$ cat src/rtl/dmem_arbiter.sv
// -----------------------------------------------------------------------------
// dmem_arbiter
//
// Lets two requesters share the single-port data memory. Port 0 is the CPU
// load/store path and port 1 is the debug/DMA path. Each port raises req and
// holds its command until a one-cycle done pulse comes back. Each access
// walks IDLE -> ACCESS -> RESP, so one transaction takes three cycles.
// Simultaneous requests are granted round-robin. Addresses at or above DEPTH
// are rejected: no memory strobe is issued, and err is flagged with done.
//
// Ports
//   clk, rst_n                 clock (rising edge), async active-low reset
//   reqN, weN, addrN, wdataN   port N command (N = 0, 1), held until doneN
//   doneN, errN                port N completion pulse and out-of-range flag
//   rdataN                     port N read data, held until its next read
//   mem_write, mem_read        memory strobes, high only during ACCESS
//   mem_addr, mem_wdata        memory address / write data, zero when idle
//   mem_rdata                  combinational memory read data
// -----------------------------------------------------------------------------
module dmem_arbiter #(
    parameter int DATA_W = 32,
    parameter int ADDR_W = 6,
    parameter int DEPTH  = 4
) (
    input  logic              clk,
    input  logic              rst_n,
    input  logic              req0,
    input  logic              we0,
    input  logic [ADDR_W-1:0] addr0,
    input  logic [DATA_W-1:0] wdata0,
    output logic              done0,
    output logic              err0,
    output logic [DATA_W-1:0] rdata0,
    input  logic              req1,
    input  logic              we1,
    input  logic [ADDR_W-1:0] addr1,
    input  logic [DATA_W-1:0] wdata1,
    output logic              done1,
    output logic              err1,
    output logic [DATA_W-1:0] rdata1,
    output logic              mem_write,
    output logic              mem_read,
    output logic [ADDR_W-1:0] mem_addr,
    output logic [DATA_W-1:0] mem_wdata,
    input  logic [DATA_W-1:0] mem_rdata
);

    typedef enum logic [1:0] {
        IDLE   = 2'd0,
        ACCESS = 2'd1,
        RESP   = 2'd2
    } state_t;

    // One extra bit so that DEPTH == 2**ADDR_W still compares correctly.
    localparam logic [ADDR_W:0] DEPTH_LIM = (ADDR_W+1)'(DEPTH);

    state_t              state_q,      state_d;
    logic                last_owner_q, last_owner_d;
    logic                owner_q,      owner_d;
    logic                oor_q,        oor_d;
    logic                mem_write_q,  mem_write_d;
    logic                mem_read_q,   mem_read_d;
    logic [ADDR_W-1:0]   mem_addr_q,   mem_addr_d;
    logic [DATA_W-1:0]   mem_wdata_q,  mem_wdata_d;
    logic                done0_q,      done0_d;
    logic                done1_q,      done1_d;
    logic                err0_q,       err0_d;
    logic                err1_q,       err1_d;
    logic [DATA_W-1:0]   rdata0_q,     rdata0_d;
    logic [DATA_W-1:0]   rdata1_q,     rdata1_d;

    logic                grant_port;
    logic                sel_we;
    logic [ADDR_W-1:0]   sel_addr;
    logic [DATA_W-1:0]   sel_wdata;
    logic                sel_in_range;

    // A lone requester always wins. On a tie, the port that did not own the
    // previous grant wins.
    always_comb begin
        grant_port   = (req0 && req1) ? ~last_owner_q : req1;
        sel_we       = grant_port ? we1    : we0;
        sel_addr     = grant_port ? addr1  : addr0;
        sel_wdata    = grant_port ? wdata1 : wdata0;
        sel_in_range = ({1'b0, sel_addr} < DEPTH_LIM);
    end

    // Next-state and registered-output logic. The strobes, address and write
    // data are computed at grant time, so they appear as flop outputs for
    // exactly the ACCESS cycle. done/err default low, which makes them
    // single-cycle pulses.
    always_comb begin
        state_d      = state_q;
        last_owner_d = last_owner_q;
        owner_d      = owner_q;
        oor_d        = oor_q;
        mem_write_d  = 1'b0;
        mem_read_d   = 1'b0;
        mem_addr_d   = '0;
        mem_wdata_d  = '0;
        done0_d      = 1'b0;
        done1_d      = 1'b0;
        err0_d       = 1'b0;
        err1_d       = 1'b0;
        rdata0_d     = rdata0_q;
        rdata1_d     = rdata1_q;

        case (state_q)
            IDLE: begin
                if (req0 || req1) begin
                    state_d      = ACCESS;
                    owner_d      = grant_port;
                    last_owner_d = grant_port;
                    oor_d        = ~sel_in_range;
                    mem_write_d  = sel_we & sel_in_range;
                    mem_read_d   = ~sel_we & sel_in_range;
                    mem_addr_d   = sel_addr;
                    mem_wdata_d  = sel_wdata;
                end
            end

            ACCESS: begin
                state_d = RESP;
                // mem_read_q is only set for an in-range read, so an
                // out-of-range read leaves the held read data untouched.
                if (mem_read_q) begin
                    if (owner_q) begin
                        rdata1_d = mem_rdata;
                    end else begin
                        rdata0_d = mem_rdata;
                    end
                end
                done0_d = ~owner_q;
                done1_d = owner_q;
                err0_d  = ~owner_q & oor_q;
                err1_d  = owner_q & oor_q;
            end

            RESP: begin
                state_d = IDLE;
            end

            default: begin
                state_d = IDLE;
            end
        endcase
    end

    // last_owner resets to 1 so that port 0 wins the first tie.
    always_ff @(posedge clk or negedge rst_n) begin
        if (!rst_n) begin
            state_q      <= IDLE;
            last_owner_q <= 1'b1;
            owner_q      <= 1'b0;
            oor_q        <= 1'b0;
            mem_write_q  <= 1'b0;
            mem_read_q   <= 1'b0;
            mem_addr_q   <= '0;
            mem_wdata_q  <= '0;
            done0_q      <= 1'b0;
            done1_q      <= 1'b0;
            err0_q       <= 1'b0;
            err1_q       <= 1'b0;
            rdata0_q     <= '0;
            rdata1_q     <= '0;
        end else begin
            state_q      <= state_d;
            last_owner_q <= last_owner_d;
            owner_q      <= owner_d;
            oor_q        <= oor_d;
            mem_write_q  <= mem_write_d;
            mem_read_q   <= mem_read_d;
            mem_addr_q   <= mem_addr_d;
            mem_wdata_q  <= mem_wdata_d;
            done0_q      <= done0_d;
            done1_q      <= done1_d;
            err0_q       <= err0_d;
            err1_q       <= err1_d;
            rdata0_q     <= rdata0_d;
            rdata1_q     <= rdata1_d;
        end
    end

    assign done0     = done0_q;
    assign done1     = done1_q;
    assign err0      = err0_q;
    assign err1      = err1_q;
    assign rdata0    = rdata0_q;
    assign rdata1    = rdata1_q;
    assign mem_write = mem_write_q;
    assign mem_read  = mem_read_q;
    assign mem_addr  = mem_addr_q;
    assign mem_wdata = mem_wdata_q;

endmodule

$ cat config.mk
export PLATFORM = sky130hd
export DESIGN_NAME = dmem_arbiter
export DESIGN_NICKNAME = d
export VERILOG_FILES = /design/src/rtl/dmem_arbiter.sv
export SDC_FILE = /design/constraint.sdc
export NUM_CORES = 1
export LEC_CHECK = 0
export ABC_AREA = 1
export BUFFER_PORTS_ARGS = -buffer_cell sky130_fd_sc_hd__buf_2
export CAP_MARGIN = 25
export CORE_AREA = 2 2 119 121
export CTS_BUF_LIST = sky130_fd_sc_hd__clkbuf_4 sky130_fd_sc_hd__clkbuf_8 sky130_fd_sc_hd__clkbuf_16
export DETAILED_ROUTE_END_ITERATION = 7
export DIE_AREA = 0 0 121 123
export PLACE_DENSITY = 0.58
export SLEW_MARGIN = 20
export SYNTH_ARGS = -nofsm -noshare
export SYNTH_HDL_FRONTEND = slang
export SYNTH_SLANG_ARGS = --single-unit
$ cat constraint.sdc
create_clock -name clk -period 1.7 [get_ports clk]
set_input_delay 0.51 -clock clk [delete_from_list [all_inputs] [get_ports clk]]
set_output_delay 0.51 -clock clk [all_outputs]
set_load 0.01 [all_outputs]
==> results.json <==
{
  "htree_levels": 4,
  "final_min_period_over_clock_period_pct": 90.8,
  "synthDominantCellAreaShare_pct": 62.0,
  "hold_path_class": "input pin to async pin",
  "fin_tns_setup_ns": 0,
  "global_route.peak_usage_layer": "met2",
  "via_count_of_the_first_global_routing_pass": 3890,
  "synthTopCellsByArea": "sky130_fd_sc_hd__dfrtp_1, sky130_fd_sc_hd__nand2_1, sky130_fd_sc_hd__nor2_1",
  "startpoint_type": "flop",
  "grt_start_max_net_pins": 65,
  "cp_cell_sequence": "buf_2",
  "vias_per_cell": 4.35,
  "grt_remaining_overflow": 0,
  "post_cts_resized": 0,
  "synthMostInstantiatedCell": "sky130_fd_sc_hd__dfrtp_1",
  "setup.worst_path.end_class": "primary output",
  "final_nets": 795,
  "hold_buffer_count_at_cts": 0,
  "fin_ws_ns": 0.157,
  "vias": 3803,
  "fp.dieW_um": 121,
  "use_met2_pct": 24.6,
  "cellLeakagePower_nw": 3.49,
  "crit_fanout": 3,
  "fin_worst_hold_slack_ns": 0.0555,
  "worstMarginPinSlew_ns": 0.455,
  "synth_fp_nets": 566,
  "clk_latency_ns": 0.41,
  "detailed_route_drc_error_count": 0,
  "cts-buffers-inserted": 17,
  "critical_path_class": "flop to primary output",
  "dr.pass1.iters": 4,
  "synth_sequential_area_ratio_pct": 62.6,
  "drive_above_1_share_pct": 44.7,
  "netlist-cell-type-count": 23,
  "final_antenna_net_count": 0,
  "gate_family_responsible_for_the_most_delay_along_the_worst_path": "flip-flops",
  "maxSlewViolCount": 0,
  "number_of_hold_slack_violations_in_the_final_timing_report": 0,
  "grtUsageTotal_pct": 16.1,
  "core_rows": 43,
  "critPathBufInv": 1,
  "design.core.area_sq_um": 13600,
  "number_of_antenna_violations_at_the_first_check_in_global_routing": 0,
  "max-cap-violations": 0,
  "insertedDiodeCount": 0,
  "post_synthesis_async_set_or_reset_flop_share_pct": 100,
  "area_delta_synth_final_pct": 42.6,
  "port_buffers": 221,
  "clock.fmax_ghz": 0.648,
  "critPathSlowestCell": "sky130_fd_sc_hd__dfrtp_1",
  "synthesis.yosys.warnings": 0,
  "synthesis.instances": 452,
  "detailed_place.area_sq_um": 5830,
  "syn-cell-area_sq_um": 4520,
  "finClkSkew_ns": 0.00683,
  "synth_common_cells": "sky130_fd_sc_hd__dfrtp_1, sky130_fd_sc_hd__nand2_1, sky130_fd_sc_hd__nor2_1",
  "worstPathRequired_ns": 1.19,
  "drtIter0Drc": 201,
  "post-route-min-period_ns": 1.54,
  "ir_drop_mv": 0.759,
  "io_pins": 222,
  "finalNonFillerCells": 874,
  "placement.setup.worst_slack_ns": 0.176,
  "grt_setup_unrepaired": "false",
  "clkSinkCount": 113,
  "final-setup-viol-count": 0,
  "cts_tree": "yes",
  "mean_instance_size_in_the_synthesized_netlist_sq_um": 10.0,
  "critical_path_arrival_ns": 1.03,
  "cell_at_the_root_of_the_clock_tree": "sky130_fd_sc_hd__clkbuf_16",
  "synthDominantAreaCellType": "sky130_fd_sc_hd__dfrtp_1",
  "fill_cells": 1315,
  "seqCellArea_sq_um": 2830,
  "synth_edf_count": 0,
  "post-cts-setup-buffers": 0,
  "wire_length_of_the_first_global_routing_pass_um": 18700,
  "finish.instance_area_sq_um": 6450,
  "power-per-cell-area_nw_per_um2": 1610,
  "dp.final_hpwl_um": 8580,
  "crit_path_max_incr_delay_ns": 0.45,
  "synth-seq-cells": 113,
  "y_dimension_of_the_die_um": 123,
  "grt_util_met3_pct": 6.50,
  "r2r_setup_slack_ns": 0.27,
  "routed_wl_um": 11600,
  "gp_routability_congestion": 0.840,
  "timing.slew.headroom_pct": 69.6,
  "outcome": "finished, final reports clean",
  "cts.reportedPaths.clkPinSlew_ns": 0.05,
  "ys_dominant_reg_cell": "sky130_fd_sc_hd__dfrtp_1",
  "routedWlPerCell_um": 13.3,
  "cts_max_path_buffers": 2,
  "grt_util_met1_pct": 20.1,
  "multi_input_gate_area_in_the_final_layout_sq_um": 1340,
  "die-area_sq_um": 14900,
  "start_util_pct": 33.2,
  "dp_cells": 842
}
==> registers in the layout (all words and copies together) (netlist names) <==
| signal | count |
|---|---|
| done0 | 1 |
| done1 | 1 |
| err0 | 1 |
| err1 | 1 |
| last_owner_q | 1 |
| mem_addr | 6 |
| mem_read | 1 |
| mem_wdata | 32 |
| mem_write | 1 |
| oor_q | 1 |
| owner_q | 1 |
| rdata0 | 32 |
| rdata1 | 32 |
| state_q | 2 |
==> worst paths after layout <==
| check | startpoint | depth (start not counted) | endpoint |
|---|---|---|---|
| max reg2reg | last_owner_q | 5 | mem_wdata[25] |
| min | rst_n | 1 | rdata0[22] |
| min reg2reg | rdata1[10] | 2 | rdata1[10] |
| max | mem_read | 1 | mem_read |
| min in group clk | wdata0[8] | 3 | mem_wdata[8] |
| max in group asynchronous | rst_n | 2 | mem_wdata[29] |
==> through the flow <==
stage               utilization (%)  power [mW]
finish                         47.4        10.4
global route                   47.4        11.1
CTS                            47.4        10.6
detailed placement             42.8        6.83
global placement               42.8        6.75
floorplan                         -        5.48
==> layer usage <==
| metal | routed length [um] | up-vias |
|---|---|---|
| met1 | 5040 | 1726 |
| met5 | 0 | - |
| met2 | 5200 | 180 |
| met3 | 1190 | 13 |
| li1 | - | 1884 |
| met4 | 174 | 0 |
==> worst reg2reg max path: stages, from the launching register on <==
cell and delay, ns:
sky130_fd_sc_hd__dfstp_2 0.54, sky130_fd_sc_hd__nand2_2 0.08, sky130_fd_sc_hd__nand2_2 0.16, sky130_fd_sc_hd__buf_4 0.32
sky130_fd_sc_hd__o21ai_0 0.13, sky130_fd_sc_hd__nor2_1 0.12
==> cells in the final DEF (no fill, tap or decap), drive strengths merged, types with 4 or more instances in the layout <==
cell type / instances
clkinv: 4
o21ai: 100
nor2: 79
clkbuf: 23
buf: 233
dfrtp: 112
nor3: 4
nand3: 5
inv: 46
nand2: 80
==> cell families (layout without fill, tap and decap cells) <==
logic type             after synthesis  after routing  share of synthesized area, %
AND/OR/NAND/NOR                    169            169                          16.1
buffers and inverters               69            311                          7.86
AO/OA/AOI/OAI                      101            101                          13.5
flip-flops                         113            113                          62.6
==> cell type report <==
type / instances / area share, %
Clock inverter: 9 / 2.00
Multi-Input combinational cell: 270 / 20.7
Tap cell: 180 / 3.49
Sequential cell: 113 / 43.9
Inverter: 46 / 2.68
Timing Repair Buffer: 233 / 19.6
Clock buffer: 23 / 7.68
==> where the power goes <==
group	switching [mW]	total (mW)	leakage, nW	internal (mW)
registers	0.351	3.89	1.22	3.54
clock network	1.17	3.65	0.306	2.48
logic	1.69	2.85	1.96	1.17
Power figures use the tool's default switching activity.
